[src/rtl/i2s_pkg.sv]
// Shared constants and width helpers for the I2S/TDM transceiver.
package i2s_pkg;
  localparam logic MODE_I2S = 1'b0;
  localparam logic MODE_LJ  = 1'b1;

  function automatic int bit_cnt_w(input int slot_bits);
    return (slot_bits > 1) ? $clog2(slot_bits) : 1;
  endfunction

  function automatic int slot_cnt_w(input int channels);
    return (channels > 1) ? $clog2(channels) : 1;
  endfunction
endpackage

[src/rtl/i2s_slot_timer.sv]
// Word-select synchroniser, frame-edge detection and bit/slot counters.
// All outputs describe the bit being sampled at the current sck posedge.
module i2s_slot_timer import i2s_pkg::*; #(
  parameter int WIDTH     = 24,
  parameter int SLOT_BITS = 32,
  parameter int CHANNELS  = 2,
  parameter int CH_W      = slot_cnt_w(CHANNELS),
  parameter int BC_W      = bit_cnt_w(SLOT_BITS)
) (
  input  logic            sck,
  input  logic            reset,
  input  logic            ws,
  input  logic            lj_mode,
  output logic            bit_vld,
  output logic            slot_start,
  output logic [BC_W-1:0] bit_idx,
  output logic [CH_W-1:0] slot_idx,
  output logic            short_hit,
  output logic [BC_W-1:0] short_bits,
  output logic [CH_W-1:0] short_slot
);
  localparam logic [BC_W-1:0] LAST_BIT  = BC_W'(SLOT_BITS - 1);
  localparam logic [BC_W-1:0] LAST_CAP  = BC_W'(WIDTH - 1);
  localparam logic [CH_W-1:0] LAST_SLOT = CH_W'(CHANNELS - 1);

  logic            ws_q1, ws_q2, mode_q, running;
  logic [BC_W-1:0] bit_cnt;
  logic [CH_W-1:0] slot_cnt;
  logic            mode, ws_edge, new_lvl, frame_edge;
  logic [CH_W-1:0] frame_slot;

  // While idle or held the live mode is used so the very first edge is seen correctly.
  always_comb begin
    mode       = running ? mode_q : lj_mode;
    ws_edge    = (mode == MODE_I2S) ? (ws_q1 ^ ws_q2) : (ws ^ ws_q1);
    new_lvl    = (mode == MODE_LJ) ? ws : ws_q1;
    frame_edge = ws_edge && ((CHANNELS == 2) || new_lvl);
    frame_slot = (CHANNELS == 2) ? CH_W'(new_lvl) : '0;
    bit_vld    = frame_edge || running;
    slot_start = frame_edge || (running && bit_cnt == '0);
    bit_idx    = frame_edge ? '0 : bit_cnt;
    slot_idx   = frame_edge ? frame_slot : slot_cnt;
    short_hit  = frame_edge && running && bit_cnt != '0 && bit_cnt <= LAST_CAP;
    short_bits = bit_cnt;
    short_slot = slot_cnt;
  end

  always_ff @(posedge sck or posedge reset) begin
    if (reset) begin
      ws_q1    <= 1'b0;
      ws_q2    <= 1'b0;
      mode_q   <= 1'b0;
      running  <= 1'b0;
      bit_cnt  <= '0;
      slot_cnt <= '0;
    end else begin
      ws_q1 <= ws;
      ws_q2 <= ws_q1;
      if (slot_start) mode_q <= lj_mode;
      if (bit_vld) begin
        if (bit_idx == LAST_BIT) begin
          bit_cnt <= '0;
          // past the last slot the counters park until the next frame edge
          if (slot_idx == LAST_SLOT) begin
            running <= 1'b0;
          end else begin
            slot_cnt <= slot_idx + CH_W'(1);
            running  <= 1'b1;
          end
        end else begin
          bit_cnt  <= bit_idx + BC_W'(1);
          slot_cnt <= slot_idx;
          running  <= 1'b1;
        end
      end
    end
  end
endmodule

[src/rtl/i2s_tdm_transceiver.sv]
// I2S / left-justified / TDM transceiver: RX shifter and output regs,
// per-channel TX holding registers and the negedge TX shifter.
module i2s_tdm_transceiver import i2s_pkg::*; #(
  parameter int WIDTH     = 24,
  parameter int SLOT_BITS = 32,
  parameter int CHANNELS  = 2,
  parameter int CH_W      = slot_cnt_w(CHANNELS)
) (
  input  logic             sck,
  input  logic             reset,
  input  logic             ws,
  input  logic             sd,
  input  logic             lj_mode,
  input  logic             loopback,
  input  logic [WIDTH-1:0] tx_data,
  input  logic [CH_W-1:0]  tx_chan,
  input  logic             tx_load,
  output logic [WIDTH-1:0] rx_data,
  output logic [CH_W-1:0]  rx_chan,
  output logic             rx_valid,
  output logic             rx_parity,
  output logic             sd_out,
  output logic             short_err
);
  localparam int BC_W = bit_cnt_w(SLOT_BITS);
  localparam logic [BC_W-1:0] LAST_CAP = BC_W'(WIDTH - 1);

  logic            bit_vld, slot_start, short_hit;
  logic [BC_W-1:0] bit_idx, short_bits;
  logic [CH_W-1:0] slot_idx, short_slot;

  i2s_slot_timer #(
    .WIDTH(WIDTH), .SLOT_BITS(SLOT_BITS), .CHANNELS(CHANNELS), .CH_W(CH_W), .BC_W(BC_W)
  ) u_timer (
    .sck(sck), .reset(reset), .ws(ws), .lj_mode(lj_mode),
    .bit_vld(bit_vld), .slot_start(slot_start), .bit_idx(bit_idx), .slot_idx(slot_idx),
    .short_hit(short_hit), .short_bits(short_bits), .short_slot(short_slot)
  );

  logic [WIDTH-1:0] rx_sh, cap_word, short_word;
  logic [WIDTH:0]   sh_ext;
  logic             capture, cap_last;

  // A truncated slot keeps its captured MSBs left-aligned with zero LSBs.
  always_comb begin
    sh_ext     = {rx_sh, sd};
    cap_word   = sh_ext[WIDTH-1:0];
    short_word = rx_sh << (WIDTH - int'(short_bits));
    capture    = bit_vld && bit_idx <= LAST_CAP;
    cap_last   = bit_vld && bit_idx == LAST_CAP;
  end

  always_ff @(posedge sck or posedge reset) begin
    if (reset) begin
      rx_sh     <= '0;
      rx_data   <= '0;
      rx_chan   <= '0;
      rx_valid  <= 1'b0;
      rx_parity <= 1'b0;
      short_err <= 1'b0;
    end else begin
      rx_valid <= 1'b0;
      if (capture) rx_sh <= (bit_idx == '0) ? WIDTH'(sd) : cap_word;
      if (short_hit) begin
        rx_data   <= short_word;
        rx_chan   <= short_slot;
        rx_parity <= ^short_word;
        rx_valid  <= 1'b1;
        short_err <= 1'b1;
      end else if (cap_last) begin
        rx_data   <= cap_word;
        rx_chan   <= slot_idx;
        rx_parity <= ^cap_word;
        rx_valid  <= 1'b1;
      end
    end
  end

  logic [WIDTH-1:0] tx_hold [CHANNELS];
  logic [WIDTH-1:0] tx_sh;
  logic [CH_W-1:0]  tx_slot;
  logic             lb_q, tx_ld;

  // The loopback write comes last so it wins over a same-cycle host write.
  always_ff @(posedge sck or posedge reset) begin
    if (reset) begin
      for (int c = 0; c < CHANNELS; c++) tx_hold[c] <= '0;
      lb_q    <= 1'b0;
      tx_ld   <= 1'b0;
      tx_slot <= '0;
    end else begin
      tx_ld <= slot_start;
      if (slot_start) begin
        tx_slot <= slot_idx;
        lb_q    <= loopback;
      end
      if (tx_load && !lb_q) tx_hold[tx_chan] <= tx_data;
      if (lb_q && rx_valid) tx_hold[rx_chan] <= rx_data;
    end
  end

  always_ff @(negedge sck or posedge reset) begin
    if (reset)      tx_sh <= '0;
    else if (tx_ld) tx_sh <= tx_hold[tx_slot];
    else            tx_sh <= tx_sh << 1;
  end

  assign sd_out = tx_sh[WIDTH-1];
endmodule
[config.mk]
export PLATFORM = sky130hd
export DESIGN_NAME = i2s_tdm_transceiver
export DESIGN_NICKNAME = d
export VERILOG_FILES = /design/src/rtl/i2s_pkg.sv /design/src/rtl/i2s_slot_timer.sv /design/src/rtl/i2s_tdm_transceiver.sv
export SDC_FILE = /design/constraint.sdc
export NUM_CORES = 1
export LEC_CHECK = 0
export ABC_AREA = 1
export ABC_CLOCK_PERIOD_IN_PS = 7000
export CORE_ASPECT_RATIO = 0.9
export CORE_MARGIN = 2
export CORE_UTILIZATION = 40
export DETAILED_ROUTE_END_ITERATION = 8
export PLACE_DENSITY = 0.63
export SETUP_SLACK_MARGIN = 0.2
export SLEW_MARGIN = 10
export SYNTH_ARGS = -nofsm -noshare
export SYNTH_HDL_FRONTEND = slang
export SYNTH_HIERARCHICAL = 1
export SYNTH_SLANG_ARGS = --single-unit
[constraint.sdc]
create_clock -name sck -period 7 [get_ports sck]
set_clock_uncertainty 0.05 [all_clocks]
set_input_delay 1.4 -clock sck [delete_from_list [all_inputs] [get_ports sck]]
set_output_delay 1.4 -clock sck [all_outputs]
set_load 0.005 [all_outputs]
==> impl_results.md, run 1 <==
* Post-route DRC at 0
* Detail Route Antenna Nets at 0
* Clock-pin slew on the worst setup and hold paths at 40 ps
* Met3 GRT Util at between 4 and 5%
* CTS resizes at 0
* Clock power frac at about a fifth
* Pwr dens at between 400 and 500 mW/mm^2
* Core Box Area at just over 0.02 sq mm
* Core Util, Final at about 47%
* Number of synthesized flops with an enable pin at 0
* Critical path buffers and inverters at 1
* Port bufs at 60
* Hold Buf Count CTS at 0
* Final Power at between 0.004 and 0.005 W
* Slew Limit Headroom at a little over a third
* Kind of critical path: flip-flop to output port
* Crit-path leading delay family: buffers and inverters
* Final Hold Viols at 0
* Max Root-Sink Buffers at 2
* Clock latency on the worst-skew pair at between 400 and 500 ps
* Largest fanout on the critical path at 1
* Switch Pwr at approximately 0.0021 W
* Gate Count Post-Synth at 1157
* Largest area contributor in the netlist: dfrtp_1
* Crit-path cells: clkdlybuf4s50_1
* DIE HEIGHT at about 140 microns
* Multi-input gate area at roughly 0.0043 sq mm
* Final #Nets at around 1200
* CP startpoint kind: flip-flop
* CTS Sinks at roughly 140
* Io pins at between 60 and 70
* RSZ-0062 raised after global routing: no
* Register area share after synthesis at 40.8%
* Vias in the first global route at approximately 7700
* Vias per std cell at 5.44
* Slew Limit Fails at 0
* Share of cells above drive strength 1 at under 10%
* Wire per inst at between 15 and 20 microns
* Status: finished, final reports clean
* WP data arrival at between 4000 and 5000 ps
* Flop pwr share at roughly 29%
* Final Wtd Congestion at about 0.9
* Cell-internal power at between 0.002 and 0.0025 W
* Worst hold slack at ~350 ps
* Via count at approximately 8100
* CTS tree: built
* Met1 Resource Use GR at between 30 and 40%
* Largest net degree at the start of global routing at 76
* DRT Pass-1 Iters at 6
* Starting DRT DRC Count at about 800
* Worst-Margin Slew at around 960 ps
* Syn avg cell area at 7.26 sq um
* Starting Density at between 40% and 50%
* Final HPWL DP at roughly 17000 microns
* Layout area overhead at 16.4%
* Final setup vio count at 0
* Synth warnings at 6
* Main synth FF type: dfrtp_1
* Synth Register Bits at between 100 and 150
* CTS root buf: clkbuf_16
* Syn_nets at around 1200
* Fillcell total at 2061
* Leak at 4.45 nW
* Yosys cell types at 42
* Routed wire length at 24700 microns
* CTS H-tree lvls at 4
* First-pass GRT wire length at slightly above 40000 microns
* Setup bufs post-CTS at 0
* Final global-route overflow total at 0
* Combinational share of power at 51.1%
* Setup TNS at 0 ps
* DIE AREA at roughly 0.022 sq mm
* Met2 usage at between 30% and 40%
* DIE WIDTH at around 160 microns
* CP peak stage delay at between 400 and 500 ps
* Total CTS buffers at 17
* Peak VDD IR at between 150 and 200 uV
* WP data required at between 5000 and 6000 ps
* All-Layer GR Usage at between 20% and 30%
* Number of max-cap violations at 0
* Critical path endpoint category: output port
* Initial antenna violation count at 0
* Mapped cell area at roughly 0.0084 sq mm
* Synth top area cells: dfrtp_1, nand2_1, nand3_1
* CP max stage cell: clkdlybuf4s50_1
* Worst Hold Class: flip-flop to flip-flop
* Diodes inserted at 0
* Final non-filler cell total at approximately 1500
* Grt peak-use layer: met2
* Post-Place Cells at 1451
* FF+latch area at about 0.0034 sq mm
* Async SR Flop Fraction at 100%
* Switching Share at between 40% and 50%
* Site Rows at 50
* Top cell type's share of synthesized area at roughly a third
==> sequential cells by signal, summed over array words and instances, names as in the netlist <==
signal              flops
tx_slot                 1
tx_ld                   1
rx_data                24
u_timer/ws_q2           1
u_timer/short_slot      1
short_err               1
rx_parity               1
u_timer/running         1
u_timer/short_bits      5
tx_sh                  24
u_timer/ws_q1           1
u_timer/mode_q          1
lb_q                    1
rx_sh                  24
rx_valid                1
rx_chan                 1
tx_hold                48
==> layout by cell type (no fill, tap or decap), types with 7 or more instances in the layout <==
| master | instances |
|---|---|
| o22ai_1 | 35 |
| nand2_1 | 282 |
| xnor2_1 | 17 |
| dfrtn_1 | 24 |
| inv_2 | 10 |
| nand3_1 | 204 |
| buf_4 | 10 |
| nand2_2 | 7 |
| o221ai_1 | 22 |
| nor2_1 | 99 |
| xor2_1 | 7 |
| nand3_2 | 13 |
| clkdlybuf4s50_1 | 60 |
| o21ai_0 | 115 |
| dfrtp_1 | 113 |
| a31oi_1 | 13 |
| clkbuf_16 | 17 |
| inv_1 | 85 |
==> path summary, 6_finish.rpt <==
check | from | slack (ps) | depth (start not counted) | endpoint
max | tx_sh[23]$_DFF_NP0_ | 790 | 1 | sd_out
min | tx_sh[13]$_DFF_NP0_ | 350 | 2 | tx_sh[14]$_DFF_NP0_
max reg2reg | tx_ld$_DFF_PP0_ | 1460 | 3 | tx_sh[16]$_DFF_NP0_
min reg2reg | tx_sh[13]$_DFF_NP0_ | 350 | 2 | tx_sh[14]$_DFF_NP0_
min in group asynchronous | reset | 1310 | 2 | u_timer/running$_DFFE_PP0P_
max in group asynchronous | reset | 1830 | 3 | tx_sh[8]$_DFF_NP0_
==> synthesized netlist by cell type (3+ instances only) <==
cell type    n
nand2_1    282
nand3_1    204
o21ai_0    115
dfrtp_1    113
nor2_1      99
inv_1       86
clkbuf_1    40
o22ai_1     35
dfrtn_1     24
o221ai_1    22
xnor2_1     17
a31oi_1     13
nand3_2     13
buf_2       12
inv_2       10
xor2_1       8
nand2_2      7
a21oi_1      6
buf_4        6
ha_1         5
nor2_2       4
nor3_1       4
buf_6        3
clkinv_1     3
nand3b_1     3
==> kinds of logic (layout without fill, tap and decap cells) <==
family / count (synthesis) / in the layout / share of synthesized area [%]
and+or+nand+nor: 628 / 628 / 33.5
AOI/OAI and AO/OA: 197 / 197 / 13.6
buffers and inverters: 163 / 203 / 8.15
xor gates and xnor gates: 27 / 27 / 3.13
DFF: 137 / 137 / 40.8
adders and majority gates: 5 / 5 / 0.745
==> per-layer routing <==
metal | vias up | wire length [microns]
met5 | - | 0
met4 | 0 | 540
met3 | 40 | 1450
met2 | 289 | 10900
met1 | 3794 | 11800
li1 | 3951 | -
==> metrics by stage <==
stage	worst slack, ps	cell area, sq um
floorplan	588	8400
detailed placement	1200	9170
global placement	1200	9170
CTS	776	9780
finish	790	9780
global route	753	9780
==> cell type report <==
| cell class | count | share of cell area [%] |
|---|---|---|
| inverter | 100 | 4.00 |
| tap | 286 | 3.66 |
| timing repair buffer | 71 | 7.11 |
| sequential | 137 | 35.1 |
| clock inverter | 9 | 1.14 |
| clock buffer | 23 | 5.09 |
| multi-input combinational | 857 | 43.9 |
==> power groups by stage <==
stage               Combinational, W  Sequential, W  Clock [W]
floorplan                    0.00174        0.00121          0
global placement             0.00225        0.00130          0
detailed placement           0.00228        0.00129          0
CTS                          0.00229        0.00129   0.000929
global route                 0.00261        0.00132   0.000971
finish                       0.00231        0.00129   0.000915
No activity file was read; power rests on OpenSTA's default activity.
==> inputs of run 2 (changes only) <==
--- a/config.mk
+++ b/config.mk
@@ -13,6 +13,7 @@
 export DETAILED_ROUTE_END_ITERATION = 8
 export PLACE_DENSITY = 0.63
 export SETUP_SLACK_MARGIN = 0.2
+export SKIP_CTS_REPAIR_TIMING = 1
 export SLEW_MARGIN = 10
 export SYNTH_ARGS = -nofsm -noshare
 export SYNTH_HDL_FRONTEND = slang
==> results of run 2 <==
Same layout as run 1: the final DEF is identical, and so are final timing and power.
